===== config.mk =====
export PLATFORM = sky130hd
export DESIGN_NAME = wbuf_load_seq_flat
export DESIGN_NICKNAME = d
export VERILOG_FILES = /design/src/rtl/wbuf_load_seq_if.sv /design/src/rtl/wbuf_load_seq.sv /design/src/flat_wrapper.sv
export SDC_FILE = /design/constraint.sdc
export NUM_CORES = 1
export LEC_CHECK = 0
export BUFFER_PORTS_ARGS = -buffer_cell sky130_fd_sc_hd__buf_2
export CAP_MARGIN = 25
export CORE_MARGIN = 5
export CORE_UTILIZATION = 47
export CTS_BUF_LIST = sky130_fd_sc_hd__clkbuf_4 sky130_fd_sc_hd__clkbuf_8 sky130_fd_sc_hd__clkbuf_16
export DETAILED_ROUTE_END_ITERATION = 8
export PLACE_DENSITY = 0.76
export SLEW_MARGIN = 20
export SYNTH_ARGS = -nofsm -noshare
export SYNTH_HDL_FRONTEND = slang
export SYNTH_SLANG_ARGS = --single-unit

===== constraint.sdc =====
create_clock -name CLK -period 2.2 [get_ports CLK]
set_input_delay 0.11 -clock CLK [delete_from_list [all_inputs] [get_ports CLK]]
set_output_delay 0.11 -clock CLK [all_outputs]
set_load 0.02 [all_outputs]

===== src/rtl/wbuf_load_seq_if.sv =====
// Weight-buffer load bus: job control, weight-word stream and decoder write-select side.
interface wbuf_load_seq_if #(
  parameter int DATA_W = 32,
  parameter int ADDR_W = 6
);
  logic              START;
  logic              BCAST;
  logic [4:0]        FIRST_BUF;
  logic [5:0]        NUM_BUF;
  logic [ADDR_W:0]   WORDS;
  logic [DATA_W-1:0] S_DATA;
  logic              S_VALID;
  logic              S_READY;
  logic [4:0]        D_IN;
  logic              D_EN;
  logic              WBUF_ALL_EN;
  logic [ADDR_W-1:0] WBUF_ADDR;
  logic [DATA_W-1:0] WBUF_DATA;
  logic              BUSY;
  logic              DONE;

  modport master (
    input  START, BCAST, FIRST_BUF, NUM_BUF, WORDS, S_DATA, S_VALID,
    output S_READY, D_IN, D_EN, WBUF_ALL_EN, WBUF_ADDR, WBUF_DATA, BUSY, DONE
  );

  modport slave (
    output START, BCAST, FIRST_BUF, NUM_BUF, WORDS, S_DATA, S_VALID,
    input  S_READY, D_IN, D_EN, WBUF_ALL_EN, WBUF_ADDR, WBUF_DATA, BUSY, DONE
  );
endinterface


===== src/rtl/wbuf_load_seq.sv =====
// Weight-buffer load sequencer: turns a weight-word stream into one registered write strobe
// per accepted word, filling a buffer range word-major or broadcasting to all 32 buffers.
module wbuf_load_seq #(
  parameter int DATA_W = 32,
  parameter int DEPTH  = 64,
  parameter int ADDR_W = 6
) (
  input  logic          CLK,
  input  logic          RST,
  wbuf_load_seq_if.master bus
);

  typedef enum logic [1:0] {S_IDLE, S_LOAD, S_FIN, S_DONE} state_t;

  localparam logic [ADDR_W:0] LP_DEPTH = (ADDR_W+1)'(DEPTH);
  localparam logic [5:0]      LP_NBUF  = 6'd32;

  state_t            r_state, w_next;
  logic              r_bcast;
  logic [5:0]        r_num_buf;
  logic [ADDR_W:0]   r_words;
  logic [ADDR_W-1:0] r_word_cnt;
  logic [5:0]        r_buf_cnt;
  logic [4:0]        r_buf_idx;

  logic              r_d_en, r_all_en;
  logic [4:0]        r_d_in;
  logic [ADDR_W-1:0] r_addr;
  logic [DATA_W-1:0] r_data;

  logic [5:0]        w_num_clamp;
  logic [ADDR_W:0]   w_words_clamp;
  logic              w_zero, w_start, w_acc, w_word_last, w_buf_last, w_last;

  assign w_num_clamp   = (bus.NUM_BUF > LP_NBUF) ? LP_NBUF : bus.NUM_BUF;
  assign w_words_clamp = (bus.WORDS > LP_DEPTH) ? LP_DEPTH : bus.WORDS;
  assign w_zero        = (w_words_clamp == '0) || (!bus.BCAST && (w_num_clamp == '0));
  assign w_start       = (r_state == S_IDLE) && bus.START;
  assign w_acc         = (r_state == S_LOAD) && bus.S_VALID;
  // r_words is at least 1 whenever LOAD is reachable, so the decrement never underflows
  assign w_word_last   = ({1'b0, r_word_cnt} == (r_words - 1'b1));
  assign w_buf_last    = r_bcast || (r_buf_cnt == (r_num_buf - 6'd1));
  assign w_last        = w_acc && w_word_last && w_buf_last;

  always_ff @(posedge CLK) begin
    if (RST) r_state <= S_IDLE;
    else     r_state <= w_next;
  end

  always_comb begin
    w_next = r_state;
    case (r_state)
      S_IDLE:  if (bus.START) w_next = w_zero ? S_DONE : S_LOAD;
      S_LOAD:  if (w_last) w_next = S_FIN;
      S_FIN:   w_next = S_DONE;
      S_DONE:  w_next = S_IDLE;
      default: w_next = S_IDLE;
    endcase
  end

  always_comb begin
    bus.S_READY = (r_state == S_LOAD);
    bus.BUSY    = (r_state != S_IDLE);
    bus.DONE    = (r_state == S_DONE);
  end

  always_ff @(posedge CLK) begin
    if (RST) begin
      r_bcast    <= 1'b0;
      r_num_buf  <= '0;
      r_words    <= '0;
      r_word_cnt <= '0;
      r_buf_cnt  <= '0;
      r_buf_idx  <= '0;
      r_d_en     <= 1'b0;
      r_all_en   <= 1'b0;
      r_d_in     <= '0;
      r_addr     <= '0;
      r_data     <= '0;
    end else begin
      r_d_en   <= w_acc && !r_bcast;
      r_all_en <= w_acc && r_bcast;
      if (w_start) begin
        r_bcast    <= bus.BCAST;
        r_num_buf  <= w_num_clamp;
        r_words    <= w_words_clamp;
        r_word_cnt <= '0;
        r_buf_cnt  <= '0;
        r_buf_idx  <= bus.FIRST_BUF;
      end
      if (w_acc) begin
        r_d_in <= r_bcast ? 5'd0 : r_buf_idx;
        r_addr <= r_word_cnt;
        r_data <= bus.S_DATA;
        // buffer index is 5-bit and wraps 31 -> 0 naturally
        if (w_word_last) begin
          r_word_cnt <= '0;
          r_buf_cnt  <= r_buf_cnt + 6'd1;
          r_buf_idx  <= r_buf_idx + 5'd1;
        end else begin
          r_word_cnt <= r_word_cnt + 1'b1;
        end
      end
    end
  end

  assign bus.D_EN        = r_d_en;
  assign bus.WBUF_ALL_EN = r_all_en;
  assign bus.D_IN        = r_d_in;
  assign bus.WBUF_ADDR   = r_addr;
  assign bus.WBUF_DATA   = r_data;

endmodule


===== src/flat_wrapper.sv =====
// flat-port wrapper written by rule: the top's interface ports become plain ports
module wbuf_load_seq_flat 
#(
  parameter int DATA_W = 32,
  parameter int DEPTH  = 64,
  parameter int ADDR_W = 6
)
  (CLK, RST, bus_START, bus_BCAST, bus_FIRST_BUF, bus_NUM_BUF, bus_WORDS, bus_S_DATA, bus_S_VALID, bus_S_READY, bus_D_IN, bus_D_EN, bus_WBUF_ALL_EN, bus_WBUF_ADDR, bus_WBUF_DATA, bus_BUSY, bus_DONE);
  wbuf_load_seq_if #(.DATA_W(DATA_W), .ADDR_W(ADDR_W)) bus_i ();
  input  logic CLK;
  input  logic RST;
  input wire logic [$bits(bus_i.START)-1:0] bus_START;
  input wire logic [$bits(bus_i.BCAST)-1:0] bus_BCAST;
  input wire logic [$bits(bus_i.FIRST_BUF)-1:0] bus_FIRST_BUF;
  input wire logic [$bits(bus_i.NUM_BUF)-1:0] bus_NUM_BUF;
  input wire logic [$bits(bus_i.WORDS)-1:0] bus_WORDS;
  input wire logic [$bits(bus_i.S_DATA)-1:0] bus_S_DATA;
  input wire logic [$bits(bus_i.S_VALID)-1:0] bus_S_VALID;
  output wire logic [$bits(bus_i.S_READY)-1:0] bus_S_READY;
  output wire logic [$bits(bus_i.D_IN)-1:0] bus_D_IN;
  output wire logic [$bits(bus_i.D_EN)-1:0] bus_D_EN;
  output wire logic [$bits(bus_i.WBUF_ALL_EN)-1:0] bus_WBUF_ALL_EN;
  output wire logic [$bits(bus_i.WBUF_ADDR)-1:0] bus_WBUF_ADDR;
  output wire logic [$bits(bus_i.WBUF_DATA)-1:0] bus_WBUF_DATA;
  output wire logic [$bits(bus_i.BUSY)-1:0] bus_BUSY;
  output wire logic [$bits(bus_i.DONE)-1:0] bus_DONE;
  assign bus_i.START = bus_START;
  assign bus_i.BCAST = bus_BCAST;
  assign bus_i.FIRST_BUF = bus_FIRST_BUF;
  assign bus_i.NUM_BUF = bus_NUM_BUF;
  assign bus_i.WORDS = bus_WORDS;
  assign bus_i.S_DATA = bus_S_DATA;
  assign bus_i.S_VALID = bus_S_VALID;
  assign bus_S_READY = bus_i.S_READY;
  assign bus_D_IN = bus_i.D_IN;
  assign bus_D_EN = bus_i.D_EN;
  assign bus_WBUF_ALL_EN = bus_i.WBUF_ALL_EN;
  assign bus_WBUF_ADDR = bus_i.WBUF_ADDR;
  assign bus_WBUF_DATA = bus_i.WBUF_DATA;
  assign bus_BUSY = bus_i.BUSY;
  assign bus_DONE = bus_i.DONE;
  wbuf_load_seq #(.DATA_W(DATA_W), .DEPTH(DEPTH), .ADDR_W(ADDR_W)) u_core (.CLK(CLK), .RST(RST), .bus(bus_i));
endmodule

==> summary by stage <==
STA
The number of hold violations in the final report is 0. The setup-violating endpoint count in the final report is 0. Dividing the final minimum period by the clock period gives 0.963. For the pin with the worst max-slew slack, the measured transition is 0.718 ns. The highest attainable clock frequency is approximately 470 MHz. Setup repair after global routing could not meet its margin everywhere. The routed design could run at a clock period as short as 2.12 ns. Measured against its own limit, the worst slew margin works out to 0.521.

The setup TNS after final layout is 0 ns. The max-slew violation count was 0. The post-route clock skew is a little over 0.008 ns.

Floorplan
The standard cell core area is around 0.0073 sq mm. The boundary pin count is around 100. The floorplan has 31 rows. The die area is 0.00944 sq mm.

The die width is approximately 97 um. The starting utilization of the core area is 0.487. The die is roughly 100 um tall.

Routing
The count of nets left with antenna violations after detail routing is 0. The first detailed-routing pass ran for 5 iterations. In the routed layout, each cell is associated on average with a via count of approximately 5.3.

Wires add up to about 10 mm. Summing over every cut layer, the via total after detailed routing is ~3,600. The routed length per placed instance is approximately 14 um.

For this run, design rule violations remaining after detail routing come to 0. The DRC violation total after the first TritonRoute iteration is approximately 170.

GRT
The global-route total usage across every layer is 0.208. The number of global-route vias before repair is 3,530. After global routing the overflow that remains totals 0. Entering global routing, the biggest net connects 51 pins. The number of antenna violations at the first check in global routing is 0. The first global-routing pass estimated 16.4 mm of wire.

Clock network
The number of clock sinks is between 70 and 80. The TritonCTS buffer count is 9. The H-tree was split into 3 levels. The CTS tree is yes. The buffer levels on the longest clock path is 2. After clock tree synthesis, the clock-pin slew on the worst setup and hold paths is 0.08 ns. The clock root buffer is sky130_fd_sc_hd__clkbuf_8. The clock latency on the worst-skew pair is about 0.36 ns.

Synthesis
In the synthesized netlist the async set-or-reset flop fraction comes to 0. The largest area contributor in the netlist is sky130_fd_sc_hd__dfxtp_1. The area of the mapped netlist is between 0.003 and 0.004 sq mm. The number of flops mapped to enable cells by yosys is 0. The warning count from the yosys run is 0. The most used standard cell by instance count after synthesis is sky130_fd_sc_hd__nand2_1. The sequential area share after synthesis is 0.438. A synthesized cell averages 8.04 sq um. The commonest cells after synthesis are sky130_fd_sc_hd__nand2_1 (116), sky130_fd_sc_hd__dfxtp_1 (78), sky130_fd_sc_hd__a21oi_1 (62).

The post-synthesis cell type count is 45. Yosys attributes the largest share of cell area to sky130_fd_sc_hd__dfxtp_1 (44%), sky130_fd_sc_hd__nand2_1 (12%), sky130_fd_sc_hd__a21oi_1 (8.7%). For this run, the leading register cell type out of synthesis is sky130_fd_sc_hd__dfxtp_1. The synthesized netlist cell count is between 400 and 500. The number of flip-flops and latches in the synthesized netlist is 78. The post-synthesis net count is between 500 and 600. The top-area cell type share of the netlist area is 0.438.

Worst setup path
The required time at the worst-slack endpoint is 2.50 ns. Measured in cells, the most critical reg-to-reg path has a length of 8. In this run the worst path has a maximum fanout of 4. The worst setup path is of the flop to flop kind.

The launching element type of the critical path is a flop. The kind of end point of the critical path is a flop. Data arrives at the worst endpoint at around 2.4 ns.

Layout
The count of non-filler cells in the finished layout is 679. The count of nets after finishing is between 600 and 700. 0 antenna diodes ended up in the layout. The area overhead of the layout relative to synthesis is 34.4%. The share of cells above drive strength 1 is 0.260.

The area taken by multi-input logic gates is between 0.0015 and 0.002 sq mm. The sequential cells in the finished layout cover a total of about 0.0016 sq mm. The utilization of the core after routing is 0.654.

The fill cell instance count of the final layout is between 500 and 600.

Pwr
The areal power density over the cells is between 800 and 900 mW/mm^2. The reported leakage power is about 2 nW. Across the VDD grid, the largest voltage drop is approximately 0.00042 V.

Hold path
The cell depth of the worst min-delay path is 3. The worst hold path belongs to the class primary input to flop.

Place
Routability-driven placement finished with a final weighted congestion of around 0.9. Detailed placement finished with a half-perimeter wire length of ~6.4 mm. Port buffering added 102 buffers. The instance count after placement with tap cells included is 630.

Status
The run finished with clean final reports.

Flow run
The max-capacitance violation count is 0.
==> layout make-up <==
class | instances | area share
timing repair buffer | 150 | 0.201
tap | 99 | 0.0258
sequential | 78 | 0.326
multi-input combinational | 325 | 0.399
clock inverter | 6 | 0.0133
clock buffer | 9 | 0.0258
inverter | 12 | 0.00939
==> placed cells by master (no fill, tap or decap), types with 8 or more instances in the layout <==
master,n
sky130_fd_sc_hd__dfxtp_1,77
sky130_fd_sc_hd__clkbuf_8,9
sky130_fd_sc_hd__nand3_1,18
sky130_fd_sc_hd__nand2_1,116
sky130_fd_sc_hd__buf_4,12
sky130_fd_sc_hd__buf_2,102
sky130_fd_sc_hd__a21oi_1,62
sky130_fd_sc_hd__nand3b_1,17
sky130_fd_sc_hd__inv_1,12
sky130_fd_sc_hd__nor3_1,8
sky130_fd_sc_hd__dlygate4sd3_1,33
sky130_fd_sc_hd__ha_1,9
sky130_fd_sc_hd__nor2_1,9
sky130_fd_sc_hd__xnor2_1,11
==> registers in the layout, indices dropped and copies added (netlist names) <==
register,cells
u_core.r_word_cnt,6
u_core.r_state,2
u_core.bus.D_EN,1
u_core.bus.D_IN,5
u_core.bus.WBUF_DATA,32
u_core.r_buf_cnt,6
u_core.r_num_buf,6
u_core.bus.WBUF_ALL_EN,1
u_core.r_words,7
u_core.bus.WBUF_ADDR,6
u_core.r_buf_idx,5
u_core.r_bcast,1
==> cells by family (layout without fill, tap and decap cells) <==
group,count (synthesis),in the layout,share of synthesized area
xor gates and xnor gates,18,18,0.0442
AOI/OAI and AO/OA,98,98,0.171
and+or+nand+nor,196,196,0.256
buffers and inverters,41,177,0.0477
DFF,78,78,0.438
muxes,3,3,0.00842
adders and majority gates,10,10,0.0351
==> timing repair <==
action / 4_1_cts / 5_1_grt
hold buffers: 33 / 0
gates resized for setup: 2 / 15
hold endpoints to repair: 33 / 0
buffers inserted: 0 / 1
pin swaps: 1 / 7
setup endpoints to repair: 5 / 12
==> worst max-delay path, stage by stage (launching register included) <==
cell and delay [ns]:
sky130_fd_sc_hd__dfxtp_1 0.40, sky130_fd_sc_hd__xor2_1 0.27, sky130_fd_sc_hd__nand3_2 0.14, sky130_fd_sc_hd__a2111oi_4 0.42, sky130_fd_sc_hd__buf_4 0.20, sky130_fd_sc_hd__nand3_2 0.10, sky130_fd_sc_hd__buf_6 0.16, sky130_fd_sc_hd__o32ai_2 0.24
sky130_fd_sc_hd__o21bai_1 0.13
==> routing by layer <==
metal,global-route usage,vias to the layer above,wire length (um)
met1,0.241,1670,4000
li1,-,1786,-
met4,0.100,0,246
met2,0.360,89,5140
met5,0,-,0
met3,0.0503,23,438
==> power breakdown <==
group	leakage (nW)	internal [W]	switching, W
combinational	1.25	0.000470	0.000760
sequential	0.633	0.00156	0.000117
clock	0.0911	0.000515	0.000525
==> worst paths after layout <==
path,start,end,slack [ns]
worst max-delay path,u_core.r_word_cnt[5],u_core.r_buf_cnt[5],0.08
worst min-delay path,bus_FIRST_BUF[2],u_core.r_buf_idx[2],0.02
worst max register to register,u_core.r_word_cnt[5],u_core.r_buf_cnt[5],0.08
worst min register to register,u_core.bus.D_IN[3],u_core.bus.D_IN[3],0.45
==> metrics by stage <==
stage	setup WS, ns	area [sq um]	power (W)	hold WS, ns
2_1_floorplan	0.0407	3570	0.00248	0.246
3_3_place_gp	0.0471	4180	0.00278	0.350
3_5_place_dp	-0.0244	4180	0.00282	0.357
4_1_cts	-0.00260	4710	0.00392	0.00533
5_1_grt	-0.0398	4800	0.00418	0.00906
6_report	0.0811	4800	0.00394	0.0197
No activity file was read; power rests on OpenSTA's default activity.
